$ cat src/rtl/scanout_fetcher.sv
// scanout_fetcher: streams the frame buffer out in raster order into a small
// credit-limited FIFO that the VGA side pops one pixel per strobe.
`default_nettype none

module scanout_fetcher #(
  parameter int H_RES   = 640,
  parameter int V_RES   = 480,
  parameter int DEPTH   = 16,
  parameter int ADDR_W  = 19,
  parameter int COLOR_W = 24
) (
  input  logic               Clk,
  input  logic               Reset_n,
  input  logic               frame_start,
  input  logic               pix_req,
  output logic [COLOR_W-1:0] pix_color,
  output logic               pix_valid,
  output logic               underflow,
  output logic               mem_rd,
  output logic [ADDR_W-1:0]  mem_addr,
  input  logic               mem_ready,
  input  logic               mem_rvalid,
  input  logic [COLOR_W-1:0] mem_rdata
);

  localparam int PW = $clog2(DEPTH);
  localparam int CW = PW + 1;
  localparam int SW = CW + 1;
  localparam int XW = (H_RES > 1) ? $clog2(H_RES) : 1;
  localparam int YW = (V_RES > 1) ? $clog2(V_RES) : 1;

  typedef enum logic [1:0] {
    S_IDLE  = 2'd0,
    S_FETCH = 2'd1,
    S_DONE  = 2'd2
  } state_t;

  state_t             state_q, state_d;
  logic [XW-1:0]      x_q, x_d;
  logic [YW-1:0]      y_q, y_d;
  logic [ADDR_W-1:0]  addr_q, addr_d;
  logic [CW-1:0]      count_q, count_d;
  logic [CW-1:0]      inflight_q, inflight_d;
  logic [CW-1:0]      discard_q, discard_d;
  logic [PW-1:0]      wr_ptr_q, wr_ptr_d;
  logic [PW-1:0]      rd_ptr_q, rd_ptr_d;
  logic               underflow_q, underflow_d;
  logic [COLOR_W-1:0] fifo_q [DEPTH];

  logic [SW-1:0]      credit_sum;
  logic               accept;
  logic               last_px;
  logic               fifo_wr;
  logic               fifo_pop;

  // Outstanding reads reserve FIFO slots, so the FIFO can never overflow.
  assign credit_sum = {1'b0, count_q} + {1'b0, inflight_q};
  assign mem_rd     = (state_q == S_FETCH) && (credit_sum < SW'(DEPTH));
  assign accept     = mem_rd && mem_ready;
  assign last_px    = (x_q == XW'(H_RES - 1)) && (y_q == YW'(V_RES - 1));
  assign fifo_wr    = mem_rvalid && (discard_q == '0) && !frame_start;
  assign fifo_pop   = pix_req && (count_q != '0);

  assign mem_addr   = addr_q;
  assign pix_valid  = (count_q != '0);
  assign pix_color  = pix_valid ? fifo_q[rd_ptr_q] : '0;
  assign underflow  = underflow_q;

  always_comb begin
    state_d     = state_q;
    x_d         = x_q;
    y_d         = y_q;
    addr_d      = addr_q;
    count_d     = count_q;
    inflight_d  = inflight_q;
    discard_d   = discard_q;
    wr_ptr_d    = wr_ptr_q;
    rd_ptr_d    = rd_ptr_q;
    underflow_d = underflow_q;

    unique case ({accept, mem_rvalid})
      2'b10:   inflight_d = inflight_q + CW'(1);
      2'b01:   inflight_d = inflight_q - CW'(1);
      default: inflight_d = inflight_q;
    endcase

    if (frame_start) begin
      // Everything still outstanding, including this cycle's accept, is stale.
      state_d     = S_FETCH;
      x_d         = '0;
      y_d         = '0;
      addr_d      = '0;
      count_d     = '0;
      wr_ptr_d    = '0;
      rd_ptr_d    = '0;
      underflow_d = 1'b0;
      discard_d   = inflight_d;
    end else begin
      if (state_q == S_FETCH && accept) begin
        if (last_px) begin
          state_d = S_DONE;
          x_d     = '0;
          y_d     = '0;
          addr_d  = '0;
        end else begin
          addr_d = addr_q + ADDR_W'(1);
          if (x_q == XW'(H_RES - 1)) begin
            x_d = '0;
            y_d = y_q + YW'(1);
          end else begin
            x_d = x_q + XW'(1);
          end
        end
      end
      if (mem_rvalid && discard_q != '0) begin
        discard_d = discard_q - CW'(1);
      end
      wr_ptr_d = wr_ptr_q + PW'(fifo_wr);
      rd_ptr_d = rd_ptr_q + PW'(fifo_pop);
      count_d  = count_q + CW'(fifo_wr) - CW'(fifo_pop);
      if (pix_req && count_q == '0) begin
        underflow_d = 1'b1;
      end
    end
  end

  always_ff @(posedge Clk) begin
    if (!Reset_n) begin
      state_q     <= S_IDLE;
      x_q         <= '0;
      y_q         <= '0;
      addr_q      <= '0;
      count_q     <= '0;
      inflight_q  <= '0;
      discard_q   <= '0;
      wr_ptr_q    <= '0;
      rd_ptr_q    <= '0;
      underflow_q <= 1'b0;
    end else begin
      state_q     <= state_d;
      x_q         <= x_d;
      y_q         <= y_d;
      addr_q      <= addr_d;
      count_q     <= count_d;
      inflight_q  <= inflight_d;
      discard_q   <= discard_d;
      wr_ptr_q    <= wr_ptr_d;
      rd_ptr_q    <= rd_ptr_d;
      underflow_q <= underflow_d;
    end
  end

  always_ff @(posedge Clk) begin
    if (fifo_wr) begin
      fifo_q[wr_ptr_q] <= mem_rdata;
    end
  end

endmodule

`default_nettype wire

$ cat config.mk
export PLATFORM = sky130hd
export DESIGN_NAME = scanout_fetcher
export DESIGN_NICKNAME = d
export VERILOG_FILES = /design/src/rtl/scanout_fetcher.sv
export SDC_FILE = /design/constraint.sdc
export NUM_CORES = 1
export LEC_CHECK = 0
export ABC_AREA = 1
export CORE_UTILIZATION = 60
export DETAILED_ROUTE_END_ITERATION = 7
export MAX_ROUTING_LAYER = met4
export PLACE_DENSITY = 0.79
export SLEW_MARGIN = 20
export SYNTH_ARGS = -nofsm -noshare
export SYNTH_HDL_FRONTEND = slang
export SYNTH_SLANG_ARGS = --single-unit
export TNS_END_PERCENT = 100
$ cat constraint.sdc
create_clock -name Clk -period 7.2 [get_ports Clk]
set_input_delay 0.72 -clock Clk [delete_from_list [all_inputs] [get_ports Clk]]
set_output_delay 0.72 -clock Clk [all_outputs]
set_load 0.02 [all_outputs]
; Word level (Yosys, flattened, before mapping)
; Memory sizes are Yosys's and may differ from the RTL's. A register that Yosys moved wholly into a read port is not among the register bits.
; Index checks and enable logic that the tools add are counted.
[totals]
ram_bits = 384
output_inout_bits = 46
mem_count = 1
regBits = 64
[memory_table]
columns = memory, depth, width, rd, rd_clocked_by_memory_dff, write_ports, line
row1 = fifo_q, 16, 24, 1, 1, 1, 48  ; logic [COLOR_W-1:0] fifo_q [DEPTH];
[op_classes]
bitwise = 1
eq_ne = 5
n_reduce_logical = 22
addsub = 11
order_cmp = 1
n_mux = 15
[op_table]
columns = operator, count
row1 = 2-to-1 mux 24 bit, 1
row2 = 2-to-1 mux 10 bit, 2
row3 = adder 19 x 1 -> 19 bit (second input constant), 1
row4 = 2-to-1 mux 19 bit, 1
row5 = 2-to-1 mux 9 bit, 2
row6 = adder 10 x 1 -> 10 bit (second input constant), 1
row7 = == test 10 bit (second input constant), 1
row8 = zero test 5 bit, 2
row9 = 2-to-1 mux 5 bit, 2
row10 = case mux 5 bit (2 select lines), 1
row11 = nonzero test 5 bit, 2
row12 = subtractor 5 x 1 -> 5 bit (second input constant), 2
row13 = adder 9 x 1 -> 9 bit (second input constant), 1
row14 = == test 9 bit (second input constant), 1
row15 = logical AND 1 bit, 9
row16 = adder 4 x 1 -> 4 bit, 2
row17 = nonzero test 2 bit, 4
row18 = adder 5 x 5 -> 6 bit, 1
row19 = less-than comparator 6 x 5 -> 1 bit (second input constant), 1
row20 = AND reduction 2 bit, 3
row21 = adder 5 x 1 -> 5 bit, 1
row22 = adder 5 x 1 -> 5 bit (second input constant), 1
row23 = 2-to-1 mux 1 bit, 5
row24 = subtractor 5 x 1 -> 5 bit, 1
row25 = 6 further kinds, 7

; Logic depth before layout (Yosys ltp)
[depth]
depth_word = 7
mapped_depth = 21
ltp_nobuf = 19

; Worst setup path before layout
; No wires, ideal clock.
[synth_path]
path_kind = input -> register
startpoint = input frame_start
endpoint = memory fifo_q[0][0] (enable)
arrival_time_ns = 2.341
path_slack_ns = 4.454
cell_stages = 4
n_path_buf = 1
path_cell_list = buf_2 > nor3_4 > nand3_1 > nor2_1
[synth_via]
elab_chain_len = 4
[synth_lines]
columns = item, line
row1 = from (decl), 14  ; input logic frame_start,
row2 = zero test 1 bit, 61  ; assign fifo_wr = mem_rvalid && (discard_q == '0) && !frame_start;
row3 = logical AND 1 bit, 61
row4 = 2-to-1 mux 1 bit, 154  ; if (fifo_wr) begin
row5 = 2-to-1 mux 1 bit (not written as such), 155  ; fifo_q[wr_ptr_q] <= mem_rdata;
row6 = to (decl), 48
; Every way passes these cells.

==> impl_metrics.toml <==
[layout]
ff_latch_area_um2 = 12800
multiInputGateArea_um2 = 5220
num-fill-cells = 2109
nNetsFinal = 1683
syn2layout_area_growth_pct = 12.7
drive_gt1_share_pct = 6.49

[floorplan]
io_pins = 76
die-area_um2 = 31900
die_width_um = 179
initial_utilization_pct = 61.0
num_rows = 64
fp.coreArea_um2 = 30700
chipHeight_um = 179

[yosys]
yosys_warnings = 0
synthArstFlopShare_pct = 0
synth_area_leaders = "edfxtp_1 62%, dfxtp_1 6.8%, nor2_1 6.0%"
yosys.area.top_type = "edfxtp_1"
yosysTopAreaCellShare_pct = 61.6
syn_area_um2 = 18700
synth_common_cells = "384 x edfxtp_1, 300 x nor2_1, 197 x o21ai_0"
ys_types = 46
synth-edff-count = 384
syn-instance-count = 1590
syn_avg_cell_area_um2 = 11.8
syn_nets = 1644
ys_ff_latch = 448
yosysMostFrequentCell = "edfxtp_1"
yosys_most_used_dff = "edfxtp_1"
ys_seq_area_share_pct = 68.5

[clocking]
cts_inserted_buffers = 43
post_cts_buffers = 0
clock_sinks = 448
cts_max_level = 2
insertion_delay_ns = 0.55
clk_pin_slew_ns = 0.06
clockBufferDepth = 3
post_cts_resized = 0
ctsHoldBuffers = 0
cts_tree = "done"
root_buffer = "clkbuf_16"

[hold_path]
min_path_type = "reg2reg"

[run]
drv_cap = 0

[global_route]
grt_usage_pct = 28.2
grt_pass1_wl_um = 66000
grt_start_max_net_pins = 111
grt-ovfl-total = 0
grt_pass1_vias = 12300
antenna_found_initial = 1

[setup_path]
criticalPathCategory = "reg2out"
cp-end-kind = "output port"
crit_arrival_ns = 4.29
cp_max_fo = 105
startpoint_type = "flop"
cp.required_ns = 6.48

[power]
p_sw_share_pct = 27.1
pwr-share-seq_pct = 47.7
intPower_w = 0.00445
power_density_nw_per_um2 = 290
max-vdd-ir-drop_v = 0.000220
power_switching_w = 0.00165
p_comb_share_pct = 17.0
pwr-share-clk_pct = 35.3
p_leak_nw = 6.81

[route]
drt_iter0_drc = 1346
vias = 12700
ant_nets = 0
drt_pass1_iterations = 5
wirelength_um = 43400
drc = 0
vias_per_cell = 6.18
wire_per_inst_um = 21.0

[timing]
setup_violations = 0
clock-skew-final_ns = 0.0233
post-route-period-util_pct = 69.6
setup_slack_ns = 2.19
max_freq_ghz = 0.200
finalSetupTns_ns = 0
grt_setup_unrepaired = "false"
tightest_slew_ns = 1.13
slew_headroom_pct = 24.7
hold_violations = 0
timing.final.crit_period_ns = 5.01
maxSlewViolCount = 0

[placed_design]
dp_hpwl_um = 21800
io_buffers = 75
place_ws_ns = 2.78
gp_congestion = 0.879

[status]
outcome = "finished, final reports clean"
==> final cells by class <==
| type | count | area share, % |
|---|---|---|
| Antenna cell | 1 | 0.0119 |
| Clock buffer | 57 | 5.46 |
| Clock inverter | 22 | 0.902 |
| Inverter | 70 | 1.26 |
| Multi-Input combinational cell | 977 | 24.8 |
| Sequential cell | 448 | 60.8 |
| Tap cell | 396 | 2.35 |
| Timing Repair Buffer | 89 | 4.44 |
==> final timing paths <==
check | startpoint | endpoint | slack, ns | cells after the start
setup reg to reg | count_q[4] | discard_q[4] | 3.60 | 15
setup / recovery | rd_ptr_q[0] | pix_color[15] | 2.19 | 7
hold / removal | state_q[1] | state_q[1] | 0.45 | 2
hold reg to reg | state_q[1] | state_q[1] | 0.45 | 2
==> state kept, by name, summed over array words and instances (netlist names) <==
name and flops:
fifo_q 384, mem_addr 19, rd_ptr_q 4, underflow 1
state_q 2, inflight_q 5, discard_q 5, wr_ptr_q 4
x_q 10, y_q 9, count_q 5
==> worst max-delay path: stages (launching register included) <==
cell and delay, ns:
dfxtp_4 0.60, inv_4 0.86, buf_4 0.84, o21ai_0 0.23, o221ai_1 0.20, nand3_1 0.12
a21oi_1 0.23, clkdlybuf4s50_1 0.64
==> cell families (layout without fill, tap and decap cells) <==
group           after synthesis  in the layout  share of synthesized area, %
mux                           1              1                        0.0535
fa+ha+maj                    24             24                          1.69
xor+xnor                     25             25                          1.17
flops                       448            448                          68.5
simple gates                517            517                          11.4
buf+inv                     165            238                          4.24
other cells                   0              1                             0
compound gates              410            410                          12.9
==> layer usage <==
metal / share of wire (%) / wire length (µm) / GRT usage [%] / up-vias
li1: - / - / - / 5852
met5: 0 / 0 / - / -
met3: 8.1 / 3520 / 3.67 / 107
met4: 2.5 / 1100 / 11.0 / 0
met1: 41 / 17600 / 36.8 / 6156
met2: 49 / 21100 / 45.3 / 624
==> power groups by stage <==
stage | clock (W) | sequential (W) | combinational [W]
final | 0.00215 | 0.00291 | 0.00104
after global routing | 0.00226 | 0.00292 | 0.00112
after CTS | 0.00217 | 0.00291 | 0.00103
after detailed placement | 0 | 0.00297 | 0.00102
after global placement | 0 | 0.00296 | 0.000987
after floorplan | 0 | 0.00293 | 0.000676
==> stage by stage <==
stage	power [W]	std cells	instance area [µm²]	hold WS [ns]	util [%]
detailed placement	0.00399	1976	19600	0.448	64.0
global placement	0.00395	1976	19600	0.444	64.0
global route	0.00630	2060	21100	0.480	68.7
finish	0.00610	2060	21100	0.454	68.7
floorplan	0.00361	1590	18700	0.435	-
CTS	0.00611	2055	21000	0.457	68.4
==> cell usage in the layout (no fill, tap or decap), types with 18 or more instances in the layout <==
cell | Yosys | layout
ha_1 | 22 | 22
edfxtp_1 | 384 | 384
o22ai_1 | 26 | 26
nand3_1 | 70 | 70
o221ai_1 | 46 | 46
dfxtp_1 | 64 | 61
inv_1 | 67 | 66
nor2_4 | 2 | 18
o21ai_0 | 197 | 197
nor2_1 | 300 | 284
clkbuf_16 | 0 | 44
nand2_1 | 117 | 117
clkdlybuf4s50_1 | 0 | 75
o211ai_1 | 48 | 48
a21oi_1 | 68 | 68
No activity file was read; power rests on OpenSTA's default activity.
